### src/rtl/sub_serial_pkg.sv
// Shared types and sizing helpers for the nibble-serial subtractor.
package sub_serial_pkg;

    localparam int unsigned SLICE_W = 4;

    typedef enum logic [1:0] {
        ST_IDLE = 2'd0,
        ST_RUN  = 2'd1,
        ST_DONE = 2'd2
    } state_e;

    function automatic int unsigned slice_count(input int unsigned n);
        return n / SLICE_W;
    endfunction

    // Counter needs at least one bit even for the minimum two-slice width.
    function automatic int unsigned count_width(input int unsigned n);
        int unsigned w;
        w = $clog2(slice_count(n));
        return (w < 1) ? 1 : w;
    endfunction

endpackage

### src/rtl/sub_serial_slice.sv
// 4-bit subtract-with-borrow cell: D = A - B - BIN, built as A + ~B + ~BIN.
module sub4_slice
    import sub_serial_pkg::*;
(
    input  logic [SLICE_W-1:0] A,
    input  logic [SLICE_W-1:0] B,
    input  logic               BIN,
    output logic [SLICE_W-1:0] D,
    output logic               BOUT
);

    logic [SLICE_W:0] sum_c;

    always_comb begin
        sum_c = {1'b0, A} + {1'b0, ~B} + {{SLICE_W{1'b0}}, ~BIN};
        D     = sum_c[SLICE_W-1:0];
        BOUT  = ~sum_c[SLICE_W];
    end

endmodule

### src/rtl/sub_serial.sv
// Nibble-serial N-bit subtractor: O = I0 - I1 - CIN over N/4 cycles, valid/ready on both sides.
module sub_serial
    import sub_serial_pkg::*;
#(
    parameter int unsigned N = 16
) (
    input  logic         CLK,
    input  logic         RESET,
    input  logic [N-1:0] I0,
    input  logic [N-1:0] I1,
    input  logic         CIN,
    input  logic         I_VALID,
    output logic         I_READY,
    output logic [N-1:0] O,
    output logic         COUT,
    output logic         O_VALID,
    input  logic         O_READY
);

    localparam int unsigned NSLICE = slice_count(N);
    localparam int unsigned KW     = count_width(N);
    localparam logic [KW-1:0] K_LAST = KW'(NSLICE - 1);

    state_e         state_q, state_d;
    logic [KW-1:0]  k_q, k_d;
    logic [N-1:0]   a_q, a_d;
    logic [N-1:0]   b_q, b_d;
    logic [N-1:0]   r_q, r_d;
    logic           borrow_q, borrow_d;
    logic           cout_q, cout_d;

    logic               accept_c;
    logic               last_c;
    logic [SLICE_W-1:0] slice_d_c;
    logic               slice_bout_c;

    assign accept_c = (state_q == ST_IDLE) && I_VALID;
    assign last_c   = (k_q == K_LAST);

    sub4_slice u_slice (
        .A    (a_q[SLICE_W-1:0]),
        .B    (b_q[SLICE_W-1:0]),
        .BIN  (borrow_q),
        .D    (slice_d_c),
        .BOUT (slice_bout_c)
    );

    always_ff @(posedge CLK) begin
        if (RESET) begin
            state_q <= ST_IDLE;
        end else begin
            state_q <= state_d;
        end
    end

    always_comb begin
        state_d = state_q;
        case (state_q)
            ST_IDLE: if (I_VALID) state_d = ST_RUN;
            ST_RUN:  if (last_c)  state_d = ST_DONE;
            ST_DONE: if (O_READY) state_d = ST_IDLE;
            default: state_d = ST_IDLE;
        endcase
    end

    // I_READY is gated by RESET so nothing is accepted while reset is applied.
    always_comb begin
        I_READY = 1'b0;
        O_VALID = 1'b0;
        case (state_q)
            ST_IDLE: I_READY = ~RESET;
            ST_DONE: O_VALID = 1'b1;
            default: ;
        endcase
    end

    always_comb begin
        k_d      = k_q;
        a_d      = a_q;
        b_d      = b_q;
        r_d      = r_q;
        borrow_d = borrow_q;
        cout_d   = cout_q;
        if (accept_c) begin
            a_d      = I0;
            b_d      = I1;
            borrow_d = CIN;
            k_d      = '0;
        end else if (state_q == ST_RUN) begin
            // Result fills from the top so the LSB nibble lands at bit 0 after the last step.
            r_d      = {slice_d_c, r_q[N-1:SLICE_W]};
            a_d      = a_q >> SLICE_W;
            b_d      = b_q >> SLICE_W;
            borrow_d = slice_bout_c;
            k_d      = last_c ? '0 : k_q + KW'(1);
            if (last_c) begin
                cout_d = slice_bout_c;
            end
        end
    end

    always_ff @(posedge CLK) begin
        if (RESET) begin
            k_q      <= '0;
            a_q      <= '0;
            b_q      <= '0;
            r_q      <= '0;
            borrow_q <= 1'b0;
            cout_q   <= 1'b0;
        end else begin
            k_q      <= k_d;
            a_q      <= a_d;
            b_q      <= b_d;
            r_q      <= r_d;
            borrow_q <= borrow_d;
            cout_q   <= cout_d;
        end
    end

    assign O    = r_q;
    assign COUT = cout_q;

endmodule

### config.mk
export PLATFORM = sky130hd
export DESIGN_NAME = sub_serial
export DESIGN_NICKNAME = d
export VERILOG_FILES = /design/src/rtl/sub_serial_pkg.sv /design/src/rtl/sub_serial_slice.sv /design/src/rtl/sub_serial.sv
export SDC_FILE = /design/constraint.sdc
export NUM_CORES = 1
export LEC_CHECK = 0
export CORE_AREA = 4 4 70 72
export CTS_BUF_LIST = sky130_fd_sc_hd__clkbuf_4 sky130_fd_sc_hd__clkbuf_8 sky130_fd_sc_hd__clkbuf_16
export CTS_CLUSTER_DIAMETER = 50
export DETAILED_ROUTE_END_ITERATION = 8
export DIE_AREA = 0 0 74 76
export PLACE_DENSITY = 0.92
export RECOVER_POWER = 100
export SLEW_MARGIN = 20
export SYNTH_ARGS = -nofsm -noshare
export SYNTH_HDL_FRONTEND = slang
export SYNTH_SLANG_ARGS = --single-unit
### constraint.sdc
create_clock -name CLK -period 5.1 [get_ports CLK]
set_input_delay 1.02 -clock CLK [delete_from_list [all_inputs] [get_ports CLK]]
set_output_delay 1.02 -clock CLK [all_outputs]
set_load 0.01 [all_outputs]
==> run_results.csv <==
group,metric,value,unit
status,status,"complete, but fails checks",
status,violations,"capacitance limit, slew limit",
clock_tree,cts_sinks,54,
finish,num_antenna_cells,0,
yosys,synthesis.area,0.00219,mm²
worst_setup_path,cp_max_fo,43,
power_and_ir_drop,p_total,842,µW
global_routing,grt_overflow,0,
yosys,synth_top_area_share,0.493,
yosys,ys_warn_count,0,
placed_design,portBuffers,55,
routing,drcViolationCount,0,
power_and_ir_drop,p_leak,0.00106,µW
floorplan,die_x,74,µm
clock_tree,clockBufferDepth,2,
timing,post-route-period-util,0.722,
placed_design,routabilityCongestion,0.705,
floorplan,rows,24,
global_routing,use_met1,0.187,
global_routing,grt_max_degree,58,
finish,final_cell_mix,"61 x nand2_1, 54 x dfxtp_1, 51 x a21oi_1",
timing,slew_violations,82,
floorplan,start_util,0.511,
clock_tree,cts_tree,"built",
floorplan,io_pins,56,
routing,viasPerCell,5.39,
power_and_ir_drop,peakVddDrop,0.184,mV
routing,dr_total_vias,1930,
routing,drtIter0Drc,122,
yosys,synthesis.nets,304,
worst_setup_path,rrSetupSlack,1.42,ns
global_routing,antenna_found_initial,0,
timing,timing.final.ws_setup,1.42,ns
timing,relSlewSlack,-0.940,
worst_hold_path,min_path_type,"reg2reg",
clock_tree,hold_buffers,0,
global_routing,grt_pass1_wl,7.45,mm
yosys,syn_avg_cell_area,8.40,µm²
power_and_ir_drop,powerDensity,301,mW/mm²
global_routing,top_usage_layer,"met2",
worst_setup_path,crit_path_start_kind,"register",
timing,tightest_slew,2.90,ns
worst_setup_path,critPathKind,"reg2reg",
global_routing,grt_util_met3,0.0462,
routing,ant_nets,0,
global_routing,track_usage,0.164,
job,drv_cap,2,
yosys,synth.distinct_cells,26,
finish,area_growth,27.7,%
clock_tree,cts_buffers,5,
clock_tree,clkTransAtPathRegs,0.09,ns
routing,detail_route.first_pass.iterations,5,
clock_tree,post-cts-setup-buffer-count,0,
global_routing,met2_usage,0.289,
finish,final_util,0.652,
clock_tree,h-tree-depth,2,
floorplan,coreArea,0.00429,mm²
placed_design,dpl.hpwl,3.16,mm
timing,setup_viol,0,
global_routing,grt_pass1_vias,1784,
finish,drive_gt1_frac,0.0359,
worst_setup_path,cp.arrival,3.84,ns
yosys,synth_cells,261,
timing,hold_violations,0,
finish,nets,348,
timing,skew,0.00306,ns
timing,grt_setup_unrepaired,"no",
worst_setup_path,critPathRequiredTime,5.25,ns
yosys,synth.largest_area_cell,"dfxtp_1",
timing,post-route-min-period,3.68,ns
routing,wl_per_cell,13.2,µm
clock_tree,root_buffer,"clkbuf_8",
yosys,synth-seq-cells,54,
timing,max_freq,272,MHz
routing,wirelength,4.73,mm
finish,mostFrequentLayoutCell,"nand2_1",
worst_setup_path,end_kind,"register",
clock_tree,cts_resized,0,
timing,setup_tns,0,ns
clock_tree,clock_latency,0.31,ns
floorplan,die_h,76,µm
placed_design,post-place-ws,1.65,ns
yosys,synth_area_leaders,"dfxtp_1 49%, a21oi_1 12%, nand2_1 10%, a22oi_1 8.6%, buf_2 2.7%",
yosys,seq_area_frac_synth,0.493,
floorplan,design.die.area,0.00562,mm²
[kinds of logic (layout without fill, tap and decap cells)]
group           after synthesis  in the layout  synth area share
flops                        54             54             0.493
mux                           1              1           0.00456
compound gates               80             80             0.213
fa+ha+maj                     6              6            0.0411
simple gates                 93             93             0.193
buf+inv                      27             72            0.0548
[critical path, stage by stage (launching register included)]
cell and delay (ns):
dfxtp_1 0.42, nor2b_1 2.18, nor2_4 0.46, a22oi_1 0.35
a21oi_1 0.10
[cell usage after synthesis]
master / instances
a211oi_1: 1
a21o_1: 1
a21oi_1: 51
a22oi_1: 25
buf_2: 12
buf_4: 1
clkbuf_1: 6
dfxtp_1: 54
fa_1: 2
ha_1: 4
inv_1: 8
mux2i_1: 1
nand2_1: 61
nand2_2: 1
nand2b_1: 2
nand3_1: 9
nand3b_1: 2
nand4b_1: 1
nor2_1: 6
nor2_4: 1
nor2b_1: 3
nor3_1: 4
nor3b_4: 1
o21ai_0: 2
or3b_1: 1
or4_1: 1
[registers in the layout, indices dropped and copies added (netlist names)]
signal / cells
state_q: 2
borrow_q: 1
b_q: 16
COUT: 1
O: 16
k_q: 2
a_q: 16
[per-layer routing]
metal | routed length, µm | up-vias | share of wire
met5 | 0 | - | 0
met3 | 321 | 4 | 0.068
li1 | - | 981 | -
met1 | 1950 | 890 | 0.41
met4 | 49 | 0 | 0.010
met2 | 2420 | 55 | 0.51
[report_power, final]
| part | total (µW) | internal [µW] | switching (µW) |
|---|---|---|---|
| Combinational | 136 | 63.2 | 72.7 |
| Sequential | 460 | 446 | 14.4 |
| Clock | 246 | 115 | 131 |
| Total | 842 | 624 | 218 |
[per-stage QoR]
| step | instances | hold WS (ns) | cell area (µm²) |
|---|---|---|---|
| 2_1_floorplan | 261 | 0.436 | 2190 |
| 3_3_place_gp | 350 | 0.442 | 2730 |
| 3_5_place_dp | 350 | 0.447 | 2730 |
| 4_1_cts | 358 | 0.462 | 2820 |
| 5_1_grt | 358 | 0.485 | 2800 |
| 6_report | 358 | 0.461 | 2800 |
[area by class of cell]
class | count | area, µm²
Fill cell | 371 | 1490
Sequential cell | 54 | 1080
Multi-Input combinational cell | 180 | 981
Timing Repair Buffer | 56 | 549
Clock buffer | 7 | 90.1
Tap cell | 52 | 65.1
Inverter | 8 | 30.0
Clock inverter | 1 | 5.00
[worst paths after layout]
path	cells past startpoint	start	end
worst min-delay path	2	a_q[4]	a_q[4]
worst max-delay path	4	state_q[0]	borrow_q
worst min register to register	2	a_q[4]	a_q[4]
worst max register to register	4	state_q[0]	borrow_q
Note: power is estimated with default switching activity, not from simulation.
